===== config.mk =====
export PLATFORM = sky130hd
export DESIGN_NAME = fc_serializer
export DESIGN_NICKNAME = d
export VERILOG_FILES = /design/src/rtl/fc_serializer.sv
export SDC_FILE = /design/constraint.sdc
export NUM_CORES = 1
export LEC_CHECK = 0
export ABC_AREA = 1
export BUFFER_PORTS_ARGS = -buffer_cell sky130_fd_sc_hd__buf_4
export CAP_MARGIN = 0
export CORE_ASPECT_RATIO = 1.1
export CORE_MARGIN = 2
export CORE_UTILIZATION = 25
export CTS_CLUSTER_SIZE = 12
export DETAILED_ROUTE_END_ITERATION = 8
export PLACE_DENSITY = 0.42
export SYNTH_ARGS = -nofsm -noshare
export SYNTH_HDL_FRONTEND = slang
export SYNTH_SLANG_ARGS = --single-unit

===== constraint.sdc =====
create_clock -name clk -period 2.08 [get_ports clk]
set_input_delay 0.104 -clock clk [delete_from_list [all_inputs] [get_ports clk]]
set_output_delay 0.104 -clock clk [all_outputs]
set_load 0.01 [all_outputs]

===== src/rtl/fc_serializer.sv =====
// fc_serializer: shifts a 48-bit function-control word MSB-first onto SIN
// under a generated SCLK and supervises the FC state machine's en.
module fc_serializer #(
    parameter int CLK_DIV    = 2,
    parameter int FC_WIDTH   = 48,
    parameter int EN_TIMEOUT = 16
) (
    input  logic                clk,
    input  logic                nrst,
    input  logic                start,
    input  logic [FC_WIDTH-1:0] fc_data,
    input  logic                fc_en,
    output logic                write_fc,
    output logic                SCLK,
    output logic                SIN,
    output logic                busy,
    output logic                done,
    output logic                error
);

    localparam int DW = (CLK_DIV > 1) ? $clog2(CLK_DIV) : 1;
    localparam int TW = (EN_TIMEOUT > 1) ? $clog2(EN_TIMEOUT) : 1;
    localparam logic [6:0] FIRST = 7'(64 - FC_WIDTH);
    localparam logic [6:0] LAST  = 7'd63;
    localparam logic [6:0] NEDGE = 7'd65;
    localparam logic [DW-1:0] DIV_TOP = DW'(CLK_DIV - 1);
    localparam logic [TW-1:0] TMO_TOP = TW'(EN_TIMEOUT - 1);

    typedef enum logic [1:0] {
        IDLE,
        TRIG,
        SHIFT,
        WAIT_EN
    } state_t;

    state_t              state_q, state_d;
    logic [FC_WIDTH-1:0] sh_q, sh_d;
    logic [DW-1:0]       div_q, div_d;
    logic [6:0]          cnt_q, cnt_d;
    logic [TW-1:0]       tmo_q, tmo_d;
    logic                sclk_q, sclk_d;
    logic                sin_q, sin_d;
    logic                done_q, done_d;
    logic                err_q, err_d;

    logic run, wrap, rise, fall, en_chk, en_bad, last_fall;

    assign run       = (state_q == TRIG) || (state_q == SHIFT);
    assign wrap      = (div_q == DIV_TOP);
    assign rise      = run && wrap && !sclk_q;
    assign fall      = run && wrap && sclk_q;
    // en must be high from rising edge 1 through rising edge 64
    assign en_chk    = run && (cnt_q <= LAST) && (rise || cnt_q >= 7'd1);
    assign en_bad    = en_chk && !fc_en;
    assign last_fall = fall && (cnt_q == NEDGE);

    always_ff @(posedge clk or negedge nrst) begin
        if (!nrst) begin
            state_q <= IDLE;
            sh_q    <= '0;
            div_q   <= '0;
            cnt_q   <= '0;
            tmo_q   <= '0;
            sclk_q  <= 1'b0;
            sin_q   <= 1'b0;
            done_q  <= 1'b0;
            err_q   <= 1'b0;
        end else begin
            state_q <= state_d;
            sh_q    <= sh_d;
            div_q   <= div_d;
            cnt_q   <= cnt_d;
            tmo_q   <= tmo_d;
            sclk_q  <= sclk_d;
            sin_q   <= sin_d;
            done_q  <= done_d;
            err_q   <= err_d;
        end
    end

    always_comb begin
        state_d = state_q;
        sh_d    = sh_q;
        div_d   = div_q;
        cnt_d   = cnt_q;
        tmo_d   = tmo_q;
        sclk_d  = sclk_q;
        sin_d   = sin_q;
        done_d  = 1'b0;
        err_d   = 1'b0;
        unique case (state_q)
            IDLE: begin
                if (start) begin
                    state_d = TRIG;
                    sh_d    = fc_data;
                    div_d   = '0;
                    cnt_d   = '0;
                    sclk_d  = 1'b0;
                    sin_d   = 1'b0;
                end
            end
            TRIG, SHIFT: begin
                div_d = wrap ? '0 : div_q + 1'b1;
                if (wrap) sclk_d = !sclk_q;
                if (rise) cnt_d = cnt_q + 7'd1;
                if (fall) begin
                    if (cnt_q >= FIRST && cnt_q <= LAST) begin
                        sin_d = sh_q[FC_WIDTH-1];
                        sh_d  = {sh_q[FC_WIDTH-2:0], 1'b0};
                    end else begin
                        sin_d = 1'b0;
                    end
                end
                if (state_q == TRIG) state_d = SHIFT;
                if (last_fall) begin
                    state_d = WAIT_EN;
                    tmo_d   = '0;
                end
                if (en_bad) begin
                    state_d = IDLE;
                    err_d   = 1'b1;
                    sclk_d  = 1'b0;
                    sin_d   = 1'b0;
                end
            end
            WAIT_EN: begin
                if (!fc_en) begin
                    state_d = IDLE;
                    done_d  = 1'b1;
                end else if (tmo_q == TMO_TOP) begin
                    state_d = IDLE;
                    err_d   = 1'b1;
                end else begin
                    tmo_d = tmo_q + 1'b1;
                end
            end
        endcase
    end

    always_comb begin
        write_fc = (state_q == TRIG);
        busy     = (state_q != IDLE);
        SCLK     = sclk_q;
        SIN      = sin_q;
        done     = done_q;
        error    = err_q;
    end

endmodule


==> results by group, run 1 <==
STA
  • Setup TNS Final: 0 ns
  • F_max: 538 MHz
  • Final Cycle Share: 0.894
  • Final hold viol count: 0
  • Setup violators final: 0
  • Final Max Slew Viols: 0
  • Clock skew: 0.00608 ns
  • Fin crit period: 1.86 ns
  • RSZ-0062 raised after global routing: false
  • Slew HR: 0.415
  • Actual slew at the worst max-slew pin: 0.877 ns

Critical path
  • Reg2reg path depth: 12
  • CP Launch Type: flip-flop
  • Crit path launch: state_q[0]$_DFFE_PN0P_
  • Arrival time at the worst endpoint: 2.12 ns
  • CP Max Fanout: 33
  • Setup CP Type: reg -> reg
  • Slowest cell on the critical path: dfrtp_1
  • Crit end category: flip-flop
  • Largest stage delay, worst path: 0.39 ns
  • R2r startpoint: state_q[0]$_DFFE_PN0P_
  • Delay-heaviest family, CP: buffers and inverters
  • CP cell instances: inv_1, ha_4, nand3_2, nand2_1, inv_2, nor2_4, inv_2, a21oi_4, buf_12, clkbuf_16, nand2_1, o21ai_1
  • WP buf/inv: 5
  • Reg-to-Reg End: sh_q[9]$_DFFE_PN0P_
  • Worst reg-to-reg setup slack: 0.22 ns
  • Critical Path RT: 2.34 ns

Detailed routing
  • Avg WL per Cell: 11.4 um
  • Iter 0 DRT Violations: 135
  • Post-route DRC: 0
  • Routed vias/inst: 4.23
  • Post-Route WL: 8.08 mm
  • Final ANT Viol Nets: 0
  • DRT Pass-1 Iters: 4
  • Total number of vias: 3002

Synth
  • Mean Syn Cell Area: 7.59 um^2
  • Synth Instances: 457
  • YS warnings: 0
  • Post-synth top area cell: dfrtp_1
  • Unique cell type count in the Yosys netlist: 28
  • Largest cells by area after synthesis: dfrtp_1 (48%), nand2_1 (14%), o21ai_0 (9.1%)
  • Synthesized area: 3470 um^2
  • Register bit total from synthesis: 66
  • Register area share after synthesis: 0.476
  • Yosys top cell area share: 0.476
  • Post-Syn Nets: 516

Place
  • Final HPWL DP: 5.12 mm
  • Port buffer count: 57
  • RePlAce Congestion: 0.802
  • Post-Place Cells: 688

Clock tree
  • CTS sink cnt: 66
  • Total CTS buffers: 9
  • Bufs on Longest Clock Path: 2
  • CTS tree: built
  • H-tree levels: 3
  • CTS Root Cell: clkbuf_16
  • Clk Latency, worst-skew pair: 0.34 ns
  • Worst-path clk slew: 0.06 ns

Worst hold path
  • Worst hold stages: 3
  • Hold Crit Class: in -> reg
  • Hold_sp: fc_data[0]
  • Worst hold path endpoint: sh_q[0]$_DFFE_PN0P_

Global route
  • Largest net degree at the start of global routing: 68
  • Antenna violations before repair: 0
  • Global Route Usage Sum: 0.111
  • Total gr overflow: 0
  • Vias in the first global route: 2808
  • First-pass GRT wire length: 13.0 mm

Die
  • Initial Util: 0.253
  • Die area: 14800 um^2
  • # IOs: 58
  • Std-Cell Rows: 45
  • Die width: 116 um
  • Core Area: 13700 um^2
  • Die height: 128 um

Power and ir drop
  • Static leakage: 2.12 nW
  • Overall power: 7.13 mW
  • PD cells: 1590 nW/um^2
  • Max VDD drop: 834 uV

Finish
  • Most frequent cells in the layout: nand2_1 (133), dfrtp_1 (66), inv_1 (64), o21ai_0 (63), buf_4 (62)
  • Share of cells above drive strength 1: 0.179
  • Fin cells: 709
  • Area delta synth->final: 29.3%
  • Ant. Diodes: 0
  • Most common cell after layout, fill and taps aside: nand2_1
  • Post-layout nets: 575
  • Core Util, Final: 0.328

Run status
  • Status: finished, final reports clean

Flow run
  • # Max-Cap Violations: 0
==> sequential cells by signal (all words and copies together) (netlist names) <==
signal,count
sh_q,48
cnt_q,7
tmo_q,4
state_q,2
SCLK,1
SIN,1
div_q,1
done,1
error,1
==> cells in the mapped netlist, drive strengths merged <==
cell type  number
buf            16
xnor2           1
inv            67
nand3          16
nor2           18
dfrtp          66
or2             1
o31ai           2
nand4           2
nand2         133
o21ai         107
xor2            2
o21a            1
a21oi           8
nor3b           1
ha              7
clkbuf          6
nor3            3
==> area by class of cell <==
cell class                      count  area (um^2)
Clock buffer                       14          274
Clock inverter                      2         10.0
Fill cell                        1480         9200
Inverter                           67          251
Multi-Input combinational cell    302         1450
Sequential cell                    66         1650
Tap cell                          188          235
Timing Repair Buffer               70          611
==> layer usage <==
metal	part of all wire	routed length, um	global-route usage
met2	0.42	3390	0.157
met3	0.043	347	0.0275
met5	0	0	0
met4	0.024	191	0.0609
met1	0.51	4160	0.155
==> kinds of logic (layout without fill, tap and decap cells) <==
group,Yosys count,count (layout),share of synthesized area
AO/OA/AOI/OAI,118,118,0.177
AND/OR/NAND/NOR,174,174,0.203
buffers and inverters,89,153,0.111
flip-flops,66,66,0.476
adder cells (fa/ha/maj),7,7,0.0253
XOR/XNOR,3,3,0.00758
==> timing repair <==
item                                    CTS  global route
hold endpoints to repair                 67             0
hold buffers                              2             0
gates resized for setup                   0             6
endpoints found under the setup margin    0            55
buffers inserted                          0             1
==> report_power, final <==
group          leakage (nW)  internal, mW  switching [mW]
Combinational          1.13          1.40            2.28
Sequential            0.849          1.82           0.182
Clock                 0.143         0.901           0.552
==> per-stage QoR <==
stage,worst slack [ns],instance area (um^2),hold slack [ns]
global placement,0.119,4080,0.296
global route,0.0460,4490,0.0937
floorplan,0.260,3470,-0.192
detailed placement,0.0583,4080,0.293
CTS,0.0503,4390,0.0494
finish,0.220,4490,0.0449
==> tightest hold or removal path, stage by stage <==
cell	delay, ns
buf_4	0.09
nand3_1	0.08
o21ai_1	0.07
==> worst max-delay path by stage <==
stage	depth (start not counted)	to	slack (ns)
after floorplan	12	sh_q[0]$_DFFE_PN0P_	0.26
after global placement	8	cnt_q[4]$_DFFE_PN0P_	0.12
after detailed placement	12	state_q[0]$_DFFE_PN0P_	0.06
after CTS	11	state_q[0]$_DFFE_PN0P_	0.05
after global routing	12	sh_q[44]$_DFFE_PN0P_	0.05
final	12	sh_q[9]$_DFFE_PN0P_	0.22
Power figures use the tool's default switching activity.
==> run 2, diff against run 1 <==
--- a/config.mk
+++ b/config.mk
@@ -13,7 +13,7 @@
 export CORE_UTILIZATION = 25
 export CTS_CLUSTER_SIZE = 12
 export DETAILED_ROUTE_END_ITERATION = 8
-export PLACE_DENSITY = 0.42
+export PLACE_DENSITY = 0.47
 export SYNTH_ARGS = -nofsm -noshare
 export SYNTH_HDL_FRONTEND = slang
 export SYNTH_SLANG_ARGS = --single-unit
==> results by group, run 2 (synthesis gave the netlist of run 1 again) <==
Run status
  • Status: finished, final reports clean

Place
  • RePlAce Congestion: 0.825
  • Port buffer count: 57
  • Final HPWL DP: 5.25 mm
  • Area after DPL: 4100 um^2

Die
  • Die width: 116 um
  • Die area: 14800 um^2
  • Initial Util: 0.253
  • # IOs: 58
  • Die height: 128 um
  • Std-Cell Rows: 45
  • Core Area: 13700 um^2

Critical path
  • Setup CP Type: reg -> reg
  • Worst reg-to-reg setup slack: 0.16 ns
  • CP endpoint: state_q[0]$_DFFE_PN0P_
  • Crit path launch: state_q[1]$_DFFE_PN0P_
  • CP Max Fanout: 7
  • CP Launch Type: flip-flop
  • R2r startpoint: state_q[1]$_DFFE_PN0P_
  • Critical Path RT: 2.28 ns
  • Arrival time at the worst endpoint: 2.12 ns
  • Reg2reg path depth: 12
  • Reg-to-Reg End: state_q[0]$_DFFE_PN0P_
  • Crit end category: flip-flop

Clock tree
  • Clk Latency, worst-skew pair: 0.33 ns
  • CTS tree: built
  • Post-CTS Setup Repair Bufs: 0
  • CTS sink cnt: 66
  • H-tree levels: 3
  • Bufs on Longest Clock Path: 2
  • Worst-path clk slew: 0.05 ns
  • CTS Root Cell: clkbuf_16
  • Total CTS buffers: 9

STA
  • Final hold viol count: 0
  • F_max: 520 MHz
  • Final Max Slew Viols: 0
  • RSZ-0062 raised after global routing: false
  • Slew HR: 0.653
  • Setup violators final: 0
  • Fin crit period: 1.92 ns
  • Actual slew at the worst max-slew pin: 0.520 ns
  • Clock skew: 0.00541 ns
  • Final Cycle Share: 0.924
  • Setup TNS Final: 0 ns

Finish
  • Ant. Diodes: 0
  • Multi-input gate area: 1440 um^2
  • Area delta synth->final: 26.9%
  • Largest register FFs: 48
  • Post-layout nets: 573
  • Register area: 1650 um^2
  • Design area: 4400 um^2
  • Number of fill cells: 1480
  • Largest registers: sh_q x48, cnt_q x7, tmo_q x4
  • Most common cell after layout, fill and taps aside: nand2_1
  • Biggest register: sh_q
  • Share of cells above drive strength 1: 0.174
  • Most frequent cells in the layout: nand2_1 (133), dfrtp_1 (66), inv_1 (64), o21ai_0 (63), buf_4 (63)

Detailed routing
  • Post-route DRC: 0
  • Iter 0 DRT Violations: 151
  • DRT Pass-1 Iters: 4
  • Avg WL per Cell: 10.6 um
  • Routed vias/inst: 4.22
  • Total number of vias: 2981
  • Final ANT Viol Nets: 0
  • Post-Route WL: 7.49 mm

Worst hold path
  • Hold Crit Class: in -> reg

Global route
  • Vias in the first global route: 2750
  • Antenna violations before repair: 0
  • Largest net degree at the start of global routing: 97
  • Global Route Usage Sum: 0.106
  • First-pass GRT wire length: 12.5 mm
  • Total gr overflow: 0

Power and ir drop
  • PD cells: 1530 nW/um^2
  • Max VDD drop: 772 uV
  • Static leakage: 2.09 nW

Flow run
  • # Max-Cap Violations: 0
-- run 2: changes by cell type in the layout (fill, tap and decap cells not counted), sizes merged --
cell,before,now
clkbuf,16,12
clkinv,2,3
-- run 2: per-stage QoR --
| step | instances | utilization | power, mW | worst slack [ns] | hold WS (ns) |
|---|---|---|---|---|---|
| floorplan | 457 | - | 4.62 | 0.260 | -0.192 |
| global placement | 689 | 0.300 | 5.34 | 0.167 | 0.124 |
| detailed placement | 689 | 0.300 | 5.38 | 0.106 | 0.128 |
| CTS | 706 | 0.321 | 6.83 | 0.0922 | 0.0345 |
| global route | 706 | 0.322 | 7.44 | 0.0187 | 0.0535 |
| finish | 706 | 0.322 | 6.73 | 0.158 | 0.0431 |
-- run 2: final cells by class --
cell class                 count  share of cell area
tap                          188              0.0535
inverter                      67              0.0572
multi-input combinational    302               0.327
sequential                    66               0.375
timing repair buffer          68               0.126
clock buffer                  12              0.0583
clock inverter                 3             0.00341
-- run 2: report_power, final --
group	internal, mW	leakage, nW	switching (mW)
Sequential	1.82	0.849	0.183
Combinational	1.20	1.11	2.14
Clock	0.858	0.138	0.531
-- run 2: worst max-delay path, cell delays in order, from the launching register on --
cell and delay, ns:
dfrtp_1 0.36, inv_1 0.07, ha_2 0.41, buf_4 0.17
nand3_1 0.07, nand2_1 0.07, inv_1 0.03, nand2_1 0.06
nand3_1 0.18, nand2_1 0.12, nand2_1 0.09, nand2_1 0.06
o21ai_0 0.08
-- run 2: per-layer routing --
metal  track usage  vias to the layer above  part of all wire
met1         0.145                     1369              0.50
li1              -                     1558                 -
met2         0.159                       47              0.44
met3        0.0266                        7             0.043
met4        0.0462                        0             0.016
met5             0                        -                 0
-- run 2: timing repair --
item,4_1_cts,5_1_grt
hold endpoints to repair,38,0
hold buffers,2,0
setup endpoints to repair,0,16
resized for setup,0,2
-- run 2: worst min-delay path by stage --
stage / from / end / slack [ns] / cells after the start
after floorplan: nrst / SCLK$_DFFE_PN0P_ / -0.19 / 0
after global placement: nrst / sh_q[23]$_DFFE_PN0P_ / 0.12 / 1
after detailed placement: nrst / sh_q[23]$_DFFE_PN0P_ / 0.13 / 1
after CTS: fc_data[0] / sh_q[0]$_DFFE_PN0P_ / 0.03 / 3
after global routing: fc_data[0] / sh_q[0]$_DFFE_PN0P_ / 0.05 / 3
final: fc_data[0] / sh_q[0]$_DFFE_PN0P_ / 0.04 / 3
